## src/rtl/uart_matrix_loader.sv

```systemverilog
// rtl/uart_matrix_loader.sv - ASCII-hex matrix frame parser feeding the matrix multiplier
// Hunts for "MATX_TAG", gathers 32 hex bytes into a shadow copy and publishes A/B atomically.
module uart_matrix_loader #(
  parameter int TIMEOUT_CYCLES = 100_000_000
) (
  input  logic         clk,
  input  logic         rst,
  input  logic         rx_valid,
  input  logic [7:0]   rx_byte,
  input  logic         rx_error,
  output logic [127:0] a_mat,
  output logic [127:0] b_mat,
  output logic         mat_valid,
  output logic         err,
  output logic         busy,
  output logic [5:0]   elem_cnt
);

  localparam logic [63:0]   TAG  = 64'h4D41_5458_5F54_4147;  // "MATX_TAG"
  localparam int            TW   = $clog2(TIMEOUT_CYCLES + 1);
  localparam logic [TW-1:0] TMAX = TW'(TIMEOUT_CYCLES);

  typedef enum logic [2:0] {
    S_HUNT,
    S_HI,
    S_LO,
    S_DONE,
    S_ERR
  } state_t;

  state_t         state_q, state_d;
  // Only the last seven bytes are stored; the eighth is the byte arriving now.
  logic [55:0]    tag_q, tag_d;
  logic [5:0]     cnt_q, cnt_d;
  logic [3:0]     hi_q, hi_d;
  logic [255:0]   shadow_q, shadow_d;
  logic [TW-1:0]  tcnt_q, tcnt_d;
  logic [127:0]   a_q, a_d;
  logic [127:0]   b_q, b_d;
  logic           mv_q, mv_d;
  logic           err_q, err_d;

  logic           is_hex;
  logic           is_ws;
  logic [3:0]     nib;
  logic [63:0]    tag_shift;
  logic [TW-1:0]  tcnt_inc;

  always_comb begin
    is_hex = 1'b1;
    nib    = 4'h0;
    if (rx_byte >= 8'h30 && rx_byte <= 8'h39) begin
      nib = rx_byte[3:0];
    end else if ((rx_byte >= 8'h41 && rx_byte <= 8'h46) ||
                 (rx_byte >= 8'h61 && rx_byte <= 8'h66)) begin
      nib = rx_byte[3:0] + 4'd9;
    end else begin
      is_hex = 1'b0;
    end
  end

  assign is_ws     = (rx_byte == 8'h20) || (rx_byte == 8'h09) ||
                     (rx_byte == 8'h0D) || (rx_byte == 8'h0A);
  assign tag_shift = {tag_q, rx_byte};
  assign tcnt_inc  = tcnt_q + TW'(1);

  always_comb begin
    state_d  = state_q;
    tag_d    = tag_q;
    cnt_d    = cnt_q;
    hi_d     = hi_q;
    shadow_d = shadow_q;
    tcnt_d   = '0;
    a_d      = a_q;
    b_d      = b_q;
    mv_d     = 1'b0;
    err_d    = 1'b0;
    unique case (state_q)
      S_HUNT: begin
        if (rx_error) begin
          tag_d = '0;
        end else if (rx_valid) begin
          if (tag_shift == TAG) begin
            tag_d   = '0;
            cnt_d   = '0;
            state_d = S_HI;
          end else begin
            tag_d = tag_shift[55:0];
          end
        end
      end
      S_HI, S_LO: begin
        tcnt_d = tcnt_inc;
        if (rx_error) begin
          tcnt_d  = '0;
          state_d = S_ERR;
        end else if (rx_valid) begin
          tcnt_d = '0;
          if (state_q == S_HI) begin
            if (is_hex) begin
              hi_d    = nib;
              state_d = S_LO;
            end else if (!is_ws) begin
              state_d = S_ERR;
            end
          end else if (is_hex) begin
            // Element i lives at bits [255-8*i -: 8], i.e. base 8*(31-i).
            shadow_d[{~cnt_q[4:0], 3'b000} +: 8] = {hi_q, nib};
            cnt_d   = cnt_q + 6'd1;
            state_d = (cnt_q == 6'd31) ? S_DONE : S_HI;
          end else begin
            state_d = S_ERR;
          end
        end else if (tcnt_inc == TMAX) begin
          tcnt_d  = '0;
          state_d = S_ERR;
        end
      end
      S_DONE: begin
        a_d     = shadow_q[255:128];
        b_d     = shadow_q[127:0];
        mv_d    = 1'b1;
        cnt_d   = '0;
        tag_d   = '0;
        state_d = S_HUNT;
      end
      S_ERR: begin
        err_d   = 1'b1;
        cnt_d   = '0;
        tag_d   = '0;
        state_d = S_HUNT;
      end
      default: begin
        cnt_d   = '0;
        tag_d   = '0;
        state_d = S_HUNT;
      end
    endcase
  end

  always_ff @(posedge clk) begin
    if (rst) begin
      state_q  <= S_HUNT;
      tag_q    <= '0;
      cnt_q    <= '0;
      hi_q     <= '0;
      shadow_q <= '0;
      tcnt_q   <= '0;
      a_q      <= '0;
      b_q      <= '0;
      mv_q     <= 1'b0;
      err_q    <= 1'b0;
    end else begin
      state_q  <= state_d;
      tag_q    <= tag_d;
      cnt_q    <= cnt_d;
      hi_q     <= hi_d;
      shadow_q <= shadow_d;
      tcnt_q   <= tcnt_d;
      a_q      <= a_d;
      b_q      <= b_d;
      mv_q     <= mv_d;
      err_q    <= err_d;
    end
  end

  assign a_mat     = a_q;
  assign b_mat     = b_q;
  assign mat_valid = mv_q;
  assign err       = err_q;
  assign busy      = (state_q == S_HI) || (state_q == S_LO);
  assign elem_cnt  = cnt_q;

endmodule

```

## config.mk

```make
export PLATFORM = sky130hd
export DESIGN_NAME = uart_matrix_loader
export DESIGN_NICKNAME = d
export VERILOG_FILES = /design/src/rtl/uart_matrix_loader.sv
export SDC_FILE = /design/constraint.sdc
export NUM_CORES = 1
export LEC_CHECK = 0
export CAP_MARGIN = 20
export CORE_MARGIN = 3
export CORE_UTILIZATION = 50
export CTS_BUF_LIST = sky130_fd_sc_hd__clkbuf_8
export CTS_CLUSTER_SIZE = 10
export DETAILED_ROUTE_END_ITERATION = 8
export GPL_ROUTABILITY_DRIVEN = 0
export PLACE_DENSITY = 0.76
export SLEW_MARGIN = 10
export SYNTH_ARGS = -nofsm -noshare
export SYNTH_HDL_FRONTEND = slang
export SYNTH_SLANG_ARGS = --single-unit
```

## constraint.sdc

```tcl
create_clock -name clk -period 3.2 [get_ports clk]
set_input_delay 0.64 -clock clk [delete_from_list [all_inputs] [get_ports clk]]
set_output_delay 0.64 -clock clk [all_outputs]
set_load 0.02 [all_outputs]
```

Word level (Yosys, flattened, before mapping) --
Index checks and enable logic that the tools add are counted.
Storage, ports and cells: input bits 12, bits in registers 610, output and inout port bits 265, word-level logic and storage cells 94
Operators by class: bitwise gates (word level) 4, eq/ne operators 21, reductions and logical operators 16, magnitude comparators 6, muxes and demuxes 31, shift operators 2, add/subtract/negate cells 4
Operator list (number):
- $bwmux W256 | 1
- $shift A8 B10 Y256 const A | 1
- $shiftx A8 B10 Y256 | 1
- $mux W56 | 3
- $pmux W56 S2 | 1
- $eq A64 B63 Y1 const B | 1
- $mux W6 | 7
- $mux W3 | 10
- $add A27 B1 Y27 const B | 1
- $eq A27 B27 Y1 const B | 1
- $eq A8 B4 Y1 const B | 3
- $ge A8 B7 Y1 const B | 2
- $le A8 B7 Y1 const B | 2
- $reduce_and A5 Y1 | 3
- $ne A2 B2 Y1 const B | 7
- $pmux W6 S2 | 1
- $neg A8 Y10 | 1
- $eq A8 B6 Y1 const B | 1
- $ge A8 B6 Y1 const B | 1
- $le A8 B6 Y1 const B | 1
- $mux W4 | 2
- $reduce_and A7 Y1 | 1
- $add A6 B1 Y6 const B | 1
- $eq A3 B2 Y1 const B | 2
- other kinds (18) | 29

Logic depth before layout (Yosys ltp) --
word-level depth 10, mapped depth 11, depth with buffers taken out 9

Worst setup path before layout --
OpenSTA, ideal clock, no wires.
path kind input to register, start input rx_byte[1], end register shadow_q[250], stages 10, data required time 3072 ps, slack -51 ps, arrival 3124 ps, setup time 128 ps, cells stage by stage inv_1 -> ha_1 -> o21bai_1 -> a2111o_1 -> buf_6 -> a2111oi_4 -> nand4_4 -> nor2_8 -> mux2i_1 -> nor2_1
Between the ends: cells in the longest elaborated chain, start to end 7, elaborated cells between the ends (all ways) 18
RTL lines:
- start: declaration | RTL line 9 | input logic [7:0] rx_byte,
- $ge A8 B7 Y1, or another cell as far along | RTL line 54 | end else if ((rx_byte >= 8'h41 && rx_byte <= 8'h46) ||
- $logic_and A1 B1 Y1 (on tied branches) | RTL line 54, 55
- $logic_or A1 B1 Y1 | RTL line 54
- $mux W4 | RTL line 54
- $mux W4 | RTL line 52 | if (rx_byte >= 8'h30 && rx_byte <= 8'h39) begin
- $shiftx A8 B10 Y256 | RTL line 108 | shadow_d[{~cnt_q[4:0], 3'b000} +: 8] = {hi_q, nib};
- $bwmux W256 | RTL line 108
- end signal: assignment | RTL line 158 | shadow_q <= shadow_d;
- end: declaration | RTL line 36 | logic [255:0] shadow_q, shadow_d;
Several ways; a longest one is shown, not always the timed one. A chain may end at the register's enable or synchronous reset.

Worst setup path after layout --
start register state_q[0], end output busy
Between the ends: cells in the longest elaborated chain, start to end 2, elaborated cells between the ends (all ways) 3
RTL lines:
- start: declaration | RTL line 31 | state_t state_q, state_d;
- start signal: assignment | RTL line 154 | state_q <= state_d;
- $eq A3 B1 Y1 or $eq A3 B2 Y1 (tied branches) | RTL line 171 | assign busy = (state_q == S_HI) || (state_q == S_LO);
- $logic_or A1 B1 Y1 * | RTL line 171
- end: declaration | RTL line 15 | output logic busy,
Mark *: on every way between the ends. The rest lies on a longest branch, timed or not.

==> metrics <==
outcome finished clean; placed inst area ~27000 µm²; Synth area leaders dfxtp_1 53%, nand2_1 13%, a21oi_1 8.9%; Period minus WS final just over 3000 ps; f_max 0.325 GHz; Clk pwr share 46.7%; Seq cells post-synth 610; Comb pwr share approximately 1.9%; CP startpoint kind flop; clk root buf clkbuf_8; gr usage total 27.5%; grt ovf 0; Routed WL ~70000 µm; end-of-flow core utilization about two thirds; post-synth cell types 61; R2R cell count 7; ys async rst share 0%; EDFF count, synth 0; RSZ-0062 raised after global routing no; Post-CTS Setup Inserts 0; global-route wire length before repair between 100000 and 150000 µm; Finished Cell Area 29200 µm²; Compound-Gate Fraction of Synth Area between 10% and 20%; largest area contributor in the netlist dfxtp_1; # IOs ~280; area delta synth->final 28.0%; Peak VDD IR about 0.33 mV; clock sinks 610; synthesized-area fraction occupied by adder cells less than 1%; Post-DP HPWL ~48000 µm; FF-to-FF End shadow_q[238]; H-tree depth 3; vias in the first global route around 20000; most common library cell in the layout ignoring fill and taps nand2_1; Slew @ Worst Pin about 1100 ps; cts bufs inserted between 90 and 100; pwr/cell area between 500 and 600 nW/µm²; Critical-path top delay cell clkdlybuf4s50_1; clk_lat worst skew 660 ps; Int Pwr 11600 µW; Placed Cells roughly 3600; Setup crit end busy; Worst Slack Setup Final between 100 and 150 ps; chip width between 200 and 250 µm; vias 20800; crit-path cells inv_1 > nand2_2 > a21oi_2 > buf_4 > clkdlybuf4s50_1; Mean Syn Cell Area slightly above 8 µm²; drt initial violations 1919; Crit path largest cell delay ~600 ps; Synth top area share a little over half; synthesized instance count roughly 2800; core box area 44700 µm²; Synth Area in Simple Gates 23.5%; reg2reg setup slack approximately 200 ps; num rows 77; fill cell count 3658; post-synthesis xor/xnor area fraction under 10%; largest net degree at the start of global routing ~140; Antenna Nets Post-Route 0; Psw 3240 µW; final period utilization between 90% and 100%; top_reg_cell synth dfxtp_1; Bufs on Longest Clock Path 3; Pre-Repair DR Iteration Count 6; Max Cap Violations 0; commonest cells after routing, fill and taps aside 787 x nand2_1, 608 x dfxtp_1, 407 x a21oi_1; Die Y between 200 and 250 µm; # diodes 0; initial antenna violation count 0; # setup viols final 0; Starting Density about half; main combinational cell family by area after synthesis simple AND/OR/NAND/NOR gates; drt drc 0; multiplexer share of the synthesized area approximately 5.0%; pre-CTS setup slack -454 ps; CP Capture Type output pin; synth warn 0; port bufs 276; Clock transition at path regs about 60 ps; hold crit path type flop to flop; share of post-route cells with drive strength above 1 roughly 11%; largest fanout on the critical path 11; Setup crit start state_q[0]; arrival time worst endpoint between 2000 and 2500 ps; Non-Filler Instances ~3800; worst flop-to-flop path startpoint elem_cnt[1]; endpoints failing hold 0; routed vias/inst 5.49; final net count 3138; Max Slew Vio Count 0; worst relative slew slack 23.0%; critical path class flop to output pin; Cell Area, Synth between 20000 and 25000 µm²; clock skew 15.5 ps; Sequential Power Share 51.3%; WP data required 2560 ps; sw frac 21.8%; sequential element share of the synthesized area a little over half; Wirelength per Cell about 18 µm; CTS tree built; Syn Nets about 2800; die area just under 50000 µm²; Lkg Pwr between 0.009 and 0.01 µW
-- timing repair --
action	4_1_cts	5_1_grt
hold buffers	0	0
endpoints found under the setup margin	1	2
hold endpoints to repair	0	0
resized for setup	3	2
-- logic make-up (layout without fill, tap and decap cells) --
kind of cell / count (synthesis) / after routing
and+or+nand+nor: 1271 / 1271
buffers and inverters: 194 / 624
xor gates and xnor gates: 32 / 32
AOI/OAI and AO/OA: 527 / 527
DFF: 610 / 610
adders and majority gates: 10 / 10
muxes: 115 / 115
-- sequential cells by signal, summed over array words and instances (netlist names), 3 cells and up --
| register | flops |
|---|---|
| tag_q | 56 |
| state_q | 3 |
| tcnt_q | 27 |
| b_mat | 128 |
| elem_cnt | 6 |
| a_mat | 128 |
| shadow_q | 256 |
| hi_q | 4 |
-- worst min path at each step --
stage | from | end | slack, ps | cells after the start
after global placement | shadow_q[144] | a_mat[16] | 440 | 2
final | shadow_q[144] | a_mat[16] | 450 | 2
after CTS | shadow_q[144] | a_mat[16] | 450 | 2
after global routing | b_mat[70] | b_mat[70] | 460 | 2
after detailed placement | shadow_q[144] | a_mat[16] | 440 | 2
after floorplan | shadow_q[139] | a_mat[11] | 430 | 2
-- per-layer routing --
| layer | up-vias | share of wire [%] | global-route usage [%] |
|---|---|---|---|
| li1 | 9926 | - | - |
| met1 | 9839 | 42 | 35.8 |
| met2 | 835 | 47 | 45.0 |
| met3 | 173 | 8.0 | 6.23 |
| met4 | 0 | 3.3 | 10.2 |
| met5 | - | 0 | 0 |
-- final cells by class --
class	count	area [µm²]	share of cell area (%)
Clock inverter	42	284	0.971
Clock buffer	129	1780	6.07
Tap cell	592	741	2.53
Timing Repair Buffer	437	4190	14.3
Inverter	16	78.8	0.270
Sequential cell	610	12200	41.8
Multi-Input combinational cell	1955	9960	34.1
-- synth_stat cells, drive strengths merged (16+ instances only) --
cell and number:
clkbuf 163, a22oi 57, nor2 289, nor3 37, o21ai 23, nand3 69, inv 16, xnor2 18
a21oi 408, nand2 788, mux2i 114, dfxtp 610
-- through the flow --
step | hold WS, ps | setup TNS [ps] | power (µW)
after global routing | 464 | 0 | 15300
final | 446 | 0 | 14800
after floorplan | 428 | -1170 | 7940
after detailed placement | 440 | -103900 | 8060
after global placement | 435 | -89320 | 8050
after CTS | 449 | 0 | 14900
-- critical path, delay by kind of cell, from the launching register on --
family          cells  cell delay (ps)
buf+inv             3              980
compound gates      1              240
simple gates        1              170
flops               1              390
-- power groups by stage --
stage | clock (µW) | sequential, µW | combinational, µW
5_1_grt | 7360 | 7600 | 307
2_1_floorplan | 0 | 7770 | 166
4_1_cts | 7010 | 7610 | 282
6_report | 6930 | 7610 | 286
3_3_place_gp | 0 | 7770 | 276
3_5_place_dp | 0 | 7770 | 281
Note: power is estimated with default switching activity, not from simulation.
